===== src/rtl/ram_ctrl_pkg.sv =====
// ram_ctrl_pkg: shared constants and types for the two-requester RAM controller
// Provides RAM geometry, controller state enum and requester id type.
package ram_ctrl_pkg;
   localparam int ADDR_W = 10;
   localparam int DATA_W = 8;
   localparam int DEPTH  = 1 << ADDR_W;
   typedef enum logic {INIT = 1'b0, RUN = 1'b1} state_t;
   typedef enum logic {REQ_A = 1'b0, REQ_B = 1'b1} req_id_t;
endpackage


===== src/rtl/rr_arb2.sv =====
// rr_arb2: two-input round-robin arbiter with a last-grant flop
// Ports: clk, rst_n (async active-low), req[1:0] (bit 0 = A, bit 1 = B),
//        accept (arbitration enabled), gnt[1:0] (combinational one-hot grant).
module rr_arb2 (
   input  logic       clk,
   input  logic       rst_n,
   input  logic [1:0] req,
   input  logic       accept,
   output logic [1:0] gnt
);
   import ram_ctrl_pkg::*;
   req_id_t last;
   // On a tie the requester that did not win last time is served.
   always_comb begin
      gnt[0] = accept & req[0] & (~req[1] | (last == REQ_B));
      gnt[1] = accept & req[1] & (~req[0] | (last == REQ_A));
   end
   always_ff @(posedge clk or negedge rst_n)
      if (!rst_n) last <= REQ_B;
      else if (|gnt) last <= gnt[1] ? REQ_B : REQ_A;
endmodule


===== src/rtl/ram_arbiter.sv =====
// ram_arbiter: shares a single-port synchronous RAM between requesters A and B
// Ports: clk, rst_n (async active-low); per requester x in {a,b}: x_req, x_we,
//        x_addr, x_wdata in, x_gnt, x_rvalid, x_rdata out; registered RAM
//        controls ram_addr/ram_din/ram_w_en, ram_dout in; init_done out.
module ram_arbiter #(
   parameter int                ADDR_W         = 10,
   parameter int                DATA_W         = 8,
   parameter int                DEPTH          = 2 ** ADDR_W,
   parameter bit                CLEAR_ON_RESET = 1'b1,
   parameter logic [DATA_W-1:0] CLEAR_VAL      = '0
) (
   input  logic              clk,
   input  logic              rst_n,
   input  logic              a_req,
   input  logic              a_we,
   input  logic [ADDR_W-1:0] a_addr,
   input  logic [DATA_W-1:0] a_wdata,
   output logic              a_gnt,
   output logic              a_rvalid,
   output logic [DATA_W-1:0] a_rdata,
   input  logic              b_req,
   input  logic              b_we,
   input  logic [ADDR_W-1:0] b_addr,
   input  logic [DATA_W-1:0] b_wdata,
   output logic              b_gnt,
   output logic              b_rvalid,
   output logic [DATA_W-1:0] b_rdata,
   output logic [ADDR_W-1:0] ram_addr,
   output logic [DATA_W-1:0] ram_din,
   output logic              ram_w_en,
   input  logic [DATA_W-1:0] ram_dout,
   output logic              init_done
);
   import ram_ctrl_pkg::*;
   state_t            state;
   logic [ADDR_W-1:0] cnt;
   logic [1:0]        gnt;
   logic              win_b, win_we, t1_v, t2_v;
   req_id_t           t1_id, t2_id;
   rr_arb2 u_arb (
      .clk    (clk),
      .rst_n  (rst_n),
      .req    ({b_req, a_req}),
      .accept (state == RUN),
      .gnt    (gnt)
   );
   assign a_gnt    = gnt[0];
   assign b_gnt    = gnt[1];
   assign win_b    = gnt[1];
   assign win_we   = win_b ? b_we : a_we;
   // Read owner tag: stage 1 marks the RAM sampling edge, stage 2 the data-valid cycle.
   assign a_rvalid = t2_v & (t2_id == REQ_A);
   assign b_rvalid = t2_v & (t2_id == REQ_B);
   assign a_rdata  = ram_dout;
   assign b_rdata  = ram_dout;
   always_ff @(posedge clk or negedge rst_n)
      if (!rst_n) begin
         state     <= CLEAR_ON_RESET ? INIT : RUN;
         cnt       <= '0;
         init_done <= 1'b0;
         ram_addr  <= '0;
         ram_din   <= '0;
         ram_w_en  <= 1'b0;
         t1_v      <= 1'b0;
         t2_v      <= 1'b0;
         t1_id     <= REQ_A;
         t2_id     <= REQ_A;
      end else begin
         t2_v  <= t1_v;
         t2_id <= t1_id;
         if (state == INIT) begin
            t1_v <= 1'b0;
            // The last clear write is in the register stage: finish on the next edge.
            if (ram_w_en && ram_addr == ADDR_W'(DEPTH - 1)) begin
               ram_w_en  <= 1'b0;
               init_done <= 1'b1;
               state     <= RUN;
            end else begin
               ram_w_en <= 1'b1;
               ram_addr <= cnt;
               ram_din  <= CLEAR_VAL;
               cnt      <= cnt + 1'b1;
            end
         end else begin
            init_done <= 1'b1;
            ram_w_en  <= |gnt & win_we;
            t1_v      <= |gnt & ~win_we;
            t1_id     <= win_b ? REQ_B : REQ_A;
            if (|gnt) begin
               ram_addr <= win_b ? b_addr : a_addr;
               ram_din  <= win_b ? b_wdata : a_wdata;
            end
         end
      end
endmodule


===== config.mk =====
export PLATFORM = sky130hd
export DESIGN_NAME = ram_arbiter
export DESIGN_NICKNAME = d
export VERILOG_FILES = /design/src/rtl/ram_ctrl_pkg.sv /design/src/rtl/rr_arb2.sv /design/src/rtl/ram_arbiter.sv
export SDC_FILE = /design/constraint.sdc
export NUM_CORES = 1
export LEC_CHECK = 0
export BUFFER_PORTS_ARGS = -buffer_cell sky130_fd_sc_hd__buf_2
export CORE_ASPECT_RATIO = 0.8
export CORE_MARGIN = 1.5
export CORE_UTILIZATION = 45
export DETAILED_ROUTE_END_ITERATION = 7
export PLACE_DENSITY = 0.89
export SLEW_MARGIN = 25
export SYNTH_ARGS = -nofsm -noshare
export SYNTH_HDL_FRONTEND = slang
export SYNTH_SLANG_ARGS = --single-unit

===== constraint.sdc =====
create_clock -name clk -period 3.55 [get_ports clk]
set_input_delay 0.1775 -clock clk [delete_from_list [all_inputs] [get_ports clk]]
set_output_delay 0.1775 -clock clk [all_outputs]
set_load 0.05 [all_outputs]

### Yosys cells after proc, flatten, opt, wreduce, memory -nomap -nowiden

Cells that the tools add are included.

* register bits after elaboration: 36
* word-level logic and storage cells: 54

* $add $sub $neg: 1
* equality and inequality tests: 3
* muxes and demuxes: 17
* bitwise gates (word level): 17
* reduce and logical (&&, ||, !) cells: 5

Operator list (count)
* two-way mux 10 bit: 4
* two-way mux 8 bit: 4
* adder 10 x 1 -> 10 bit, second input constant: 1
* == test 10 bit, second input constant: 1
* two-way mux 1 bit: 9
* bitwise AND 1 bit: 8
* NOT 1 bit: 7
* AND reduction 2 bit: 2
* != test 2 x 1 -> 1 bit, second input constant: 1
* != test 2 bit, second input constant: 1
* OR 1 bit: 2
* nonzero test 2 bit: 1
* OR reduction 2 bit: 1
* logical AND 1 bit: 1

### Depth between registers and ports, before layout

Gate-level depths: netlist of the first run.

* word-level depth: 7
* gate-level depth with buffers: 6

### Hierarchy

From an unflattened synthesis of the first run, not the netlist that was laid out.

* cells, all modules: 191
* area total of the unflattened synthesis: 1960.6 µm²

By module, submodules not included
* ram_arbiter: times used 1, cells an instance 183, area an instance 1898.1 µm², seq. area each 875.8 µm²
* rr_arb2: times used 1, cells an instance 8, area an instance 62.6 µm², seq. area each 26.3 µm²

### Least setup slack after synthesis of the first run

No wires, ideal clock.

* path type: flip-flop to flip-flop
* start point: reg ram_addr[1]
* end point: reg ram_addr[1]
* setup time: 0.125 ns
* arrival: 1.756 ns
* data required time: 3.425 ns
* setup slack: 1.669 ns
* cell stages (with the launch flop): 6
* path buffers: 1
* cell sequence: dfrtp_1 -> nand4_4 -> nor4_4 -> a21oi_4 -> buf_12 -> mux2_4

* longest elaborated chain between the ends: 4

RTL lines
* from (decl): RTL line ram_arbiter.sv:28 `output logic [ADDR_W-1:0] ram_addr,`
* from (signal assigned): RTL line ram_arbiter.sv:80 `ram_addr <= cnt;`
* from (signal assigned): RTL line ram_arbiter.sv:90 `ram_addr <= win_b ? b_addr : a_addr;`
* == test 10 bit: RTL line ram_arbiter.sv:74 `if (ram_w_en && ram_addr == ADDR_W'(DEPTH - 1)) begin`
* logical AND 1 bit: RTL line ram_arbiter.sv:74
* != test 2 bit (no source line)
* AND reduction 2 bit (no source line)

No other way between the ends.
A chain may end at the register's enable or synchronous reset.

### Worst setup path after layout of the first run

* start point: reg state
* end point: out b_gnt

* longest elaborated chain between the ends: 2

RTL lines
* from (decl): RTL line ram_arbiter.sv:35 `state_t state;`
* from (signal assigned): RTL line ram_arbiter.sv:58 `state <= CLEAR_ON_RESET ? INIT : RUN;`
* bitwise AND 1 bit (2 in series): RTL line rr_arb2.sv:16 `gnt[1] = accept & req[1] & (~req[0] | (last == REQ_A));`
* to (decl): RTL line ram_arbiter.sv:25 `output logic b_gnt,`

No other way between the ends.

==> results.sh, run 1 <==
export IMPL_p_seq_share_pct=50.3
export IMPL_yosysTopAreaCell="dfrtp_1"
export IMPL_swShare_pct=21.4
export IMPL_nets=293
export IMPL_power_leakage_nw=1.24
export IMPL_worstPathMaxFanout=28
export IMPL_hold_path_class="primary input to flip-flop"
export IMPL_synthMuxAreaShare_pct=12.6
export IMPL_synth_compound_area_share_pct=9.68
export IMPL_clockBufferDepth=2
export IMPL_ys_seq_area_share_pct=45.3
export IMPL_multiInputGateArea_sq_um=900
export IMPL_power_density_nw_per_um2=351
export IMPL_reg2reg_slack_ns=1.31
export IMPL_drc=0
export IMPL_internal_power_mw=0.643
export IMPL_worstSetupPathType="flip-flop to output port"
export IMPL_async_flop_share_pct=100
export IMPL_max_slew_margin_pct=39.4
export IMPL_grt_pass1_vias=1549
export IMPL_fin_worst_skew_ns=0.00615
export IMPL_ios=90
export IMPL_cts_buffers_inserted=5
export IMPL_vias=1582
export IMPL_maxCapViolations=0
export IMPL_synth_top_family_by_area="simple AND/OR/NAND/NOR gates"
export IMPL_combPwrFrac_pct=6.5
export IMPL_postCtsSetupBuffers=0
export IMPL_die_area_sq_um=4830
export IMPL_root_buffer="clkbuf_8"
export IMPL_initialDrtViolationCount=110
export IMPL_port_buffers=65
export IMPL_avgSynthCellArea_sq_um=10.3
export IMPL_synth_cell_types=37
export IMPL_stdcell_area_sq_um=2330
export IMPL_ys_ff_latch=36
export IMPL_cp_data_arrival_time_ns=2.19
export IMPL_synth_cell_area_sq_um=1990
export IMPL_drive_gt1_share_pct=41.2
export IMPL_clk_latency_ns=0.29
export IMPL_switchingPower_mw=0.175
export IMPL_end_kind="output port"
export IMPL_hold_buffers=1
export IMPL_required_ns=3.37
export IMPL_peakVddDrop_uv=202
export IMPL_cts_tree="built"
export IMPL_grtUsageTotal_pct=19.7
export IMPL_synthAdderAreaFrac_pct=0.629
export IMPL_n_antenna_cell=0
export IMPL_row_count=21
export IMPL_cts_resized=0
export IMPL_wl_per_cell_microns=14.5
export IMPL_post_route_util_pct=55.4
export IMPL_pwr_share_clk_pct=43.2
export IMPL_post_route_period_util_pct=66.6
export IMPL_drtPass1Iterations=4
export IMPL_grt_start_max_net_pins=37
export IMPL_hpwlAfterDp_microns=3210
export IMPL_gp_congestion=0.804
export IMPL_grt_pass1_wl_microns=7400
export IMPL_synth_cells=193
export IMPL_syn_to_final_growth_pct=16.9
export IMPL_cp_start_kind="flip-flop"
export IMPL_dieWidth_microns=77.4
export IMPL_synth_ff_type="dfrtp_1"
export IMPL_clock_fmax_mhz=423
export IMPL_path_clk_slew_ns=0.07
export IMPL_die_height_microns=62.5
export IMPL_synth_edff_count=0
export IMPL_synth_simple_area_share_pct=18.3
export IMPL_worst_pin_slew_ns=0.908
export IMPL_start_util_pct=47.4
export IMPL_vias_per_cell=5.27
export IMPL_period_needed_ns=2.36
export IMPL_finalHoldViolCount=0
export IMPL_synthTopCellsByArea="dfrtp_1 (44%), mux2_4 (7.5%), nand2_1 (7.2%)"
export IMPL_htreeDepth=2
export IMPL_synth_top_area_share_pct=44.0
export IMPL_yosysWarnings=0
export IMPL_rsz0062_at_grt="false"
export IMPL_place_area_sq_um=2210
export IMPL_wl_microns=4360
export IMPL_regArea_sq_um=902
export IMPL_ant_nets=0
export IMPL_reg_top3="cnt: 10 flops, ram_addr: 10 flops, ram_din: 8 flops"
export IMPL_cts_num_sinks=36
export IMPL_antenna_found_initial=0
export IMPL_core_area_sq_um=4200
export IMPL_synth_xor_area_share_pct=3.96
export IMPL_grt_overflow=0
export IMPL_status="complete, no violations"
export IMPL_setup_violations=0
export IMPL_n_fill_cell=385
export IMPL_tns_ns=0
export IMPL_finalMaxSlewViolations=0
export IMPL_syn_nets=244
-- per-stage QoR --
stage                     total power, mW  hold WS, ns  instances  setup WS (ns)
final                               0.818        0.137        300           1.19
after CTS                           0.826        0.126        300           1.19
after global placement              0.471        0.286        291           1.43
after global routing                0.846        0.163        300          0.916
after detailed placement            0.473        0.296        291           1.33
after floorplan                     0.486       -0.118        193           1.67
-- cell families after synthesis --
kind of cell	after synthesis
DFF	36
AOI/OAI and AO/OA	28
buffers and inverters	27
adders and majority gates	1
xor gates and xnor gates	9
muxes	19
and+or+nand+nor	73
-- layout make-up --
type	instances	area share, %
timing repair buffer	66	14.4
multi-input combinational	130	38.7
clock inverter	2	1.51
inverter	3	0.484
sequential	36	38.8
tap	57	3.06
clock buffer	6	3.12
-- power groups by stage --
stage	clock, mW	combinational, mW	sequential [mW]
final	0.353	0.0532	0.412
after global routing	0.374	0.0607	0.412
after CTS	0.360	0.0540	0.412
after detailed placement	0	0.0530	0.420
after global placement	0	0.0516	0.419
after floorplan	0	0.0664	0.420
-- synth_stat cells (2+ instances only) --
cell type   n
mux2_4     10
xnor2_1     3
nor4_1      2
a21oi_1    10
nor2_1     12
nor2b_1     2
nor3_1      2
a31oi_1    10
mux2_2      9
nand2_1    38
buf_4      16
nand3_1     4
nand2b_1    2
clkbuf_1    3
and2_1      2
dfrtp_1    35
nand4_1     3
buf_2       3
inv_1       3
xor2_1      6
and3_1      2
-- cell usage in the layout, fill, tap and decap left out, types with 2 or more instances in the layout --
cell      netlist  final
a21oi_1        10     10
a31oi_1        10     10
and2_1          2      2
and3_1          2      2
buf_2           3     65
clkbuf_8        0      5
dfrtp_1        35     35
inv_1           3      3
mux2_2          9      9
mux2_4         10     10
nand2_1        38     38
nand2b_1        2      2
nand3_1         4      4
nand4_1         3      3
nor2_1         12     12
nor2b_1         2      2
nor3_1          2      2
nor4_1          2      2
xnor2_1         3      3
xor2_1          6      6
-- final timing paths --
path / startpoint / to / depth (start not counted)
setup / recovery: state / b_gnt / 3
hold / removal: a_req / u_arb.last / 2
setup reg to reg: state / ram_addr[0] / 3
hold reg to reg: t1_v / t2_v / 0
max in group asynchronous: rst_n / ram_addr[7] / 2
min in group asynchronous: rst_n / cnt[7] / 2
-- metal layers --
layer | GRT usage [%] | share of wire, %
met5 | 0 | 0
met4 | 8.64 | 1.7
met3 | 5.26 | 5.6
met2 | 28.2 | 46
met1 | 27.8 | 47
-- worst max-delay path, stage by stage, from the launching register on --
cell and delay [ns]:
dfrtp_1 0.94, inv_1 0.43, nor2_1 0.23, buf_2 0.29
Power figures use the tool's default switching activity.
==> run 2: changes to the inputs <==
- ABC_AREA: default -> 1
- CORE_UTILIZATION: 45 -> 44
- PLACE_DENSITY: 0.89 -> 0.88
- clock period: 3.55 -> 2.16 ns (I/O delays scaled with it)
==> run 2 against run 1 <==
Compared with the run above:
- synthesized cell count is 69% higher
- sequential share of layout area is 3.7 points lower
- utilization is 3.7 points lower
- first-iteration DRC count is 85% higher
- clock-buffer cell count is 1 lower
- clock skew is 0.0013 ns higher
- critical path depth is 2 higher
- global-route usage is 0.66 points higher
- clock power is 70% higher
- critical path type unchanged
- critical endpoint unchanged
- largest cell class is now multi-input gates
==> results.sh, run 2 <==
export IMPL_finalHoldViolCount=0
export IMPL_ys_seq_area_share_pct=39.8
export IMPL_finalMaxSlewViolations=0
export IMPL_synth_cells=327
export IMPL_yosysWarnings=0
export IMPL_status="complete, no violations"
export IMPL_nets=423
export IMPL_n_fill_cell=497
export IMPL_post_route_util_pct=51.7
export IMPL_peakVddDrop_uv=359
export IMPL_worst_pin_slew_ns=0.804
export IMPL_synthTopCellsByCount="nand2_1 (136), nand3_1 (44), inv_1 (40)"
export IMPL_hold_path_class="primary input to flip-flop"
export IMPL_internal_power_mw=1.18
export IMPL_worstHoldStart="a_we"
export IMPL_p_seq_share_pct=42.2
export IMPL_wl_per_cell_microns=12.5
export IMPL_drive_gt1_share_pct=23.1
export IMPL_path_clk_slew_ns=0.08
export IMPL_port_buffers=65
export IMPL_clock_fmax_mhz=517
export IMPL_ios=90
export IMPL_hpwlAfterDp_microns=3970
export IMPL_ys_ff_latch=36
export IMPL_clockBufferDepth=2
export IMPL_combPwrFrac_pct=24.4
export IMPL_die_height_microns=67.2
export IMPL_die_area_sq_um=5600
export IMPL_cts_num_sinks=36
export IMPL_power_density_nw_per_um2=701
export IMPL_met1Wirelength_microns=2430
export IMPL_worstPathMaxFanout=29
export IMPL_row_count=23
export IMPL_routed_wl_met2_microns=2470
export IMPL_htreeDepth=2
export IMPL_cp_start_kind="flip-flop"
export IMPL_synth_cell_types=24
export IMPL_p_total_mw=1.80
export IMPL_start_util_pct=45.5
export IMPL_post_route_period_util_pct=89.5
export IMPL_reg2reg_depth=7
export IMPL_synth_edff_count=0
export IMPL_period_needed_ns=1.93
export IMPL_place_area_sq_um=2450
export IMPL_grt_start_max_net_pins=37
export IMPL_swShare_pct=34.3
export IMPL_gp_congestion=0.869
export IMPL_reg2reg_slack_ns=0.48
export IMPL_synthTopCellsByArea="dfrtp_1 (39%), nand2_1 (23%), nand3_1 (9.7%)"
export IMPL_grt_overflow=0
export IMPL_ant_nets=0
export IMPL_n_antenna_cell=0
export IMPL_drc=0
export IMPL_met3RoutedLength_microns=395
export IMPL_yosysMostFrequentCell="nand2_1"
export IMPL_min_to="t1_v"
export IMPL_grt_pass1_wl_microns=8940
export IMPL_async_flop_share_pct=100
export IMPL_synth_cell_area_sq_um=2270
export IMPL_cp_data_arrival_time_ns=1.83
export IMPL_grt_pass1_vias=1958
export IMPL_core_area_sq_um=4980
export IMPL_end_kind="output port"
export IMPL_maxCapViolations=0
export IMPL_syn_nets=378
export IMPL_avgSynthCellArea_sq_um=6.93
export IMPL_setup_violations=0
export IMPL_rsz0062_at_grt="false"
export IMPL_syn_to_final_growth_pct=13.5
export IMPL_wl_microns=5430
export IMPL_dieWidth_microns=83.3
export IMPL_tns_ns=0
export IMPL_required_ns=2.05
export IMPL_vias_per_cell=5.00
export IMPL_power_leakage_nw=1.53
export IMPL_mostFrequentLayoutCell="nand2_1"
export IMPL_final_cell_mix="nand2_1 (136), buf_2 (65), nand3_1 (44), inv_1 (40), dfrtp_1 (35)"
export IMPL_antenna_found_initial=0
export IMPL_dr_max_layer_used="met4"
export IMPL_fin_worst_skew_ns=0.00749
export IMPL_yosysTopAreaCell="dfrtp_1"
export IMPL_grtUsageTotal_pct=20.3
export IMPL_clk_latency_ns=0.30
export IMPL_cts_buffers_inserted=5
export IMPL_root_buffer="clkbuf_8"
export IMPL_cts_tree="built"
export IMPL_synth_top_area_share_pct=38.6
export IMPL_vias=2174
export IMPL_initialDrtViolationCount=204
export IMPL_synth_ff_type="dfrtp_1"
export IMPL_max_slew_margin_pct=46.4
export IMPL_pwr_share_clk_pct=33.3
export IMPL_reg2reg_from="state"
export IMPL_hold_depth=3
export IMPL_reg_top3="cnt: 10 flops, ram_addr: 10 flops, ram_din: 8 flops"
export IMPL_r2r_end="ram_addr[6]"
export IMPL_switchingPower_mw=0.618
export IMPL_worstSetupPathType="flip-flop to output port"
export IMPL_drtPass1Iterations=5
export IMPL_stdcell_area_sq_um=2570
-- run 2: cell count changes after synthesis, moves of 4 or more --
| cell | previous run | this run |
|---|---|---|
| nand3_1 | 4 | 44 |
| mux2_2 | 9 | 0 |
| inv_2 | 0 | 4 |
| buf_6 | 1 | 5 |
| nand2_1 | 38 | 136 |
| xor2_1 | 6 | 2 |
| o21ai_1 | 0 | 9 |
| inv_1 | 3 | 40 |
| a31oi_1 | 10 | 0 |
| a21oi_1 | 10 | 1 |
| mux2_4 | 10 | 0 |
-- run 2: worst max-delay path by stage --
stage               start       end  slack, ns  cells past startpoint
6_report            state     b_gnt       0.23                      5
5_1_grt             state     b_gnt       0.14                      5
4_1_cts             state     b_gnt       0.08                      5
3_5_place_dp        state  ram_w_en       0.38                      7
3_3_place_gp        state  ram_w_en       0.48                      7
2_1_floorplan  u_arb.last      t1_v       0.56                      3
-- run 2: cell type report --
type                    count  area [sq um]  area share, %
multi-input cells         217           966           37.5
clock buffers               5          68.8           2.68
clock inverters             3          42.5           1.65
inverters                  44           165           6.42
repair buffers             68           350           13.6
well taps                  62          77.6           3.02
flip-flops and latches     36           902           35.1
-- run 2: power groups by stage --
stage               sequential [mW]  clock, mW  combinational, mW
floorplan                     0.919          0              0.249
global placement              0.773          0              0.429
detailed placement            0.775          0              0.437
CTS                           0.761      0.613              0.440
global route                  0.769      0.647              0.474
finish                        0.762      0.601              0.441
-- run 2: per-layer routing --
| layer | vias up | track usage [%] |
|---|---|---|
| met4 | 0 | 8.54 |
| met3 | 20 | 5.13 |
| met5 | - | 0 |
| li1 | 1073 | - |
| met1 | 978 | 27.7 |
| met2 | 103 | 31.3 |
-- run 2: through the flow --
stage	std cells	setup slack [ns]	hold slack, ns
floorplan	327	0.561	-0.188
global placement	426	0.479	0.217
finish	435	0.226	0.104
CTS	435	0.0786	0.0909
detailed placement	426	0.383	0.217
global route	435	0.143	0.0983
-- run 2: kinds of logic after synthesis --
logic type | count (synthesis) | synth area share [%]
buffers and inverters | 74 | 17.8
AOI/OAI and AO/OA | 14 | 3.20
DFF | 36 | 39.8
adders and majority gates | 1 | 0.552
and+or+nand+nor | 198 | 37.1
xor gates and xnor gates | 4 | 1.55
-- run 2: what timing repair did --
item,4_1_cts,5_1_grt
endpoints found under the setup margin,0,1
endpoints found under the hold margin,35,0
setup buffers,0,0
hold buffers,1,0
resized for setup,0,1
-- run 2: worst max-delay path, cell delays in order, from the launching register on --
cell and delay, ns:
dfrtp_1 0.52, nand2_1 0.11, inv_2 0.22, nand2_4 0.24, inv_2 0.16, buf_2 0.28
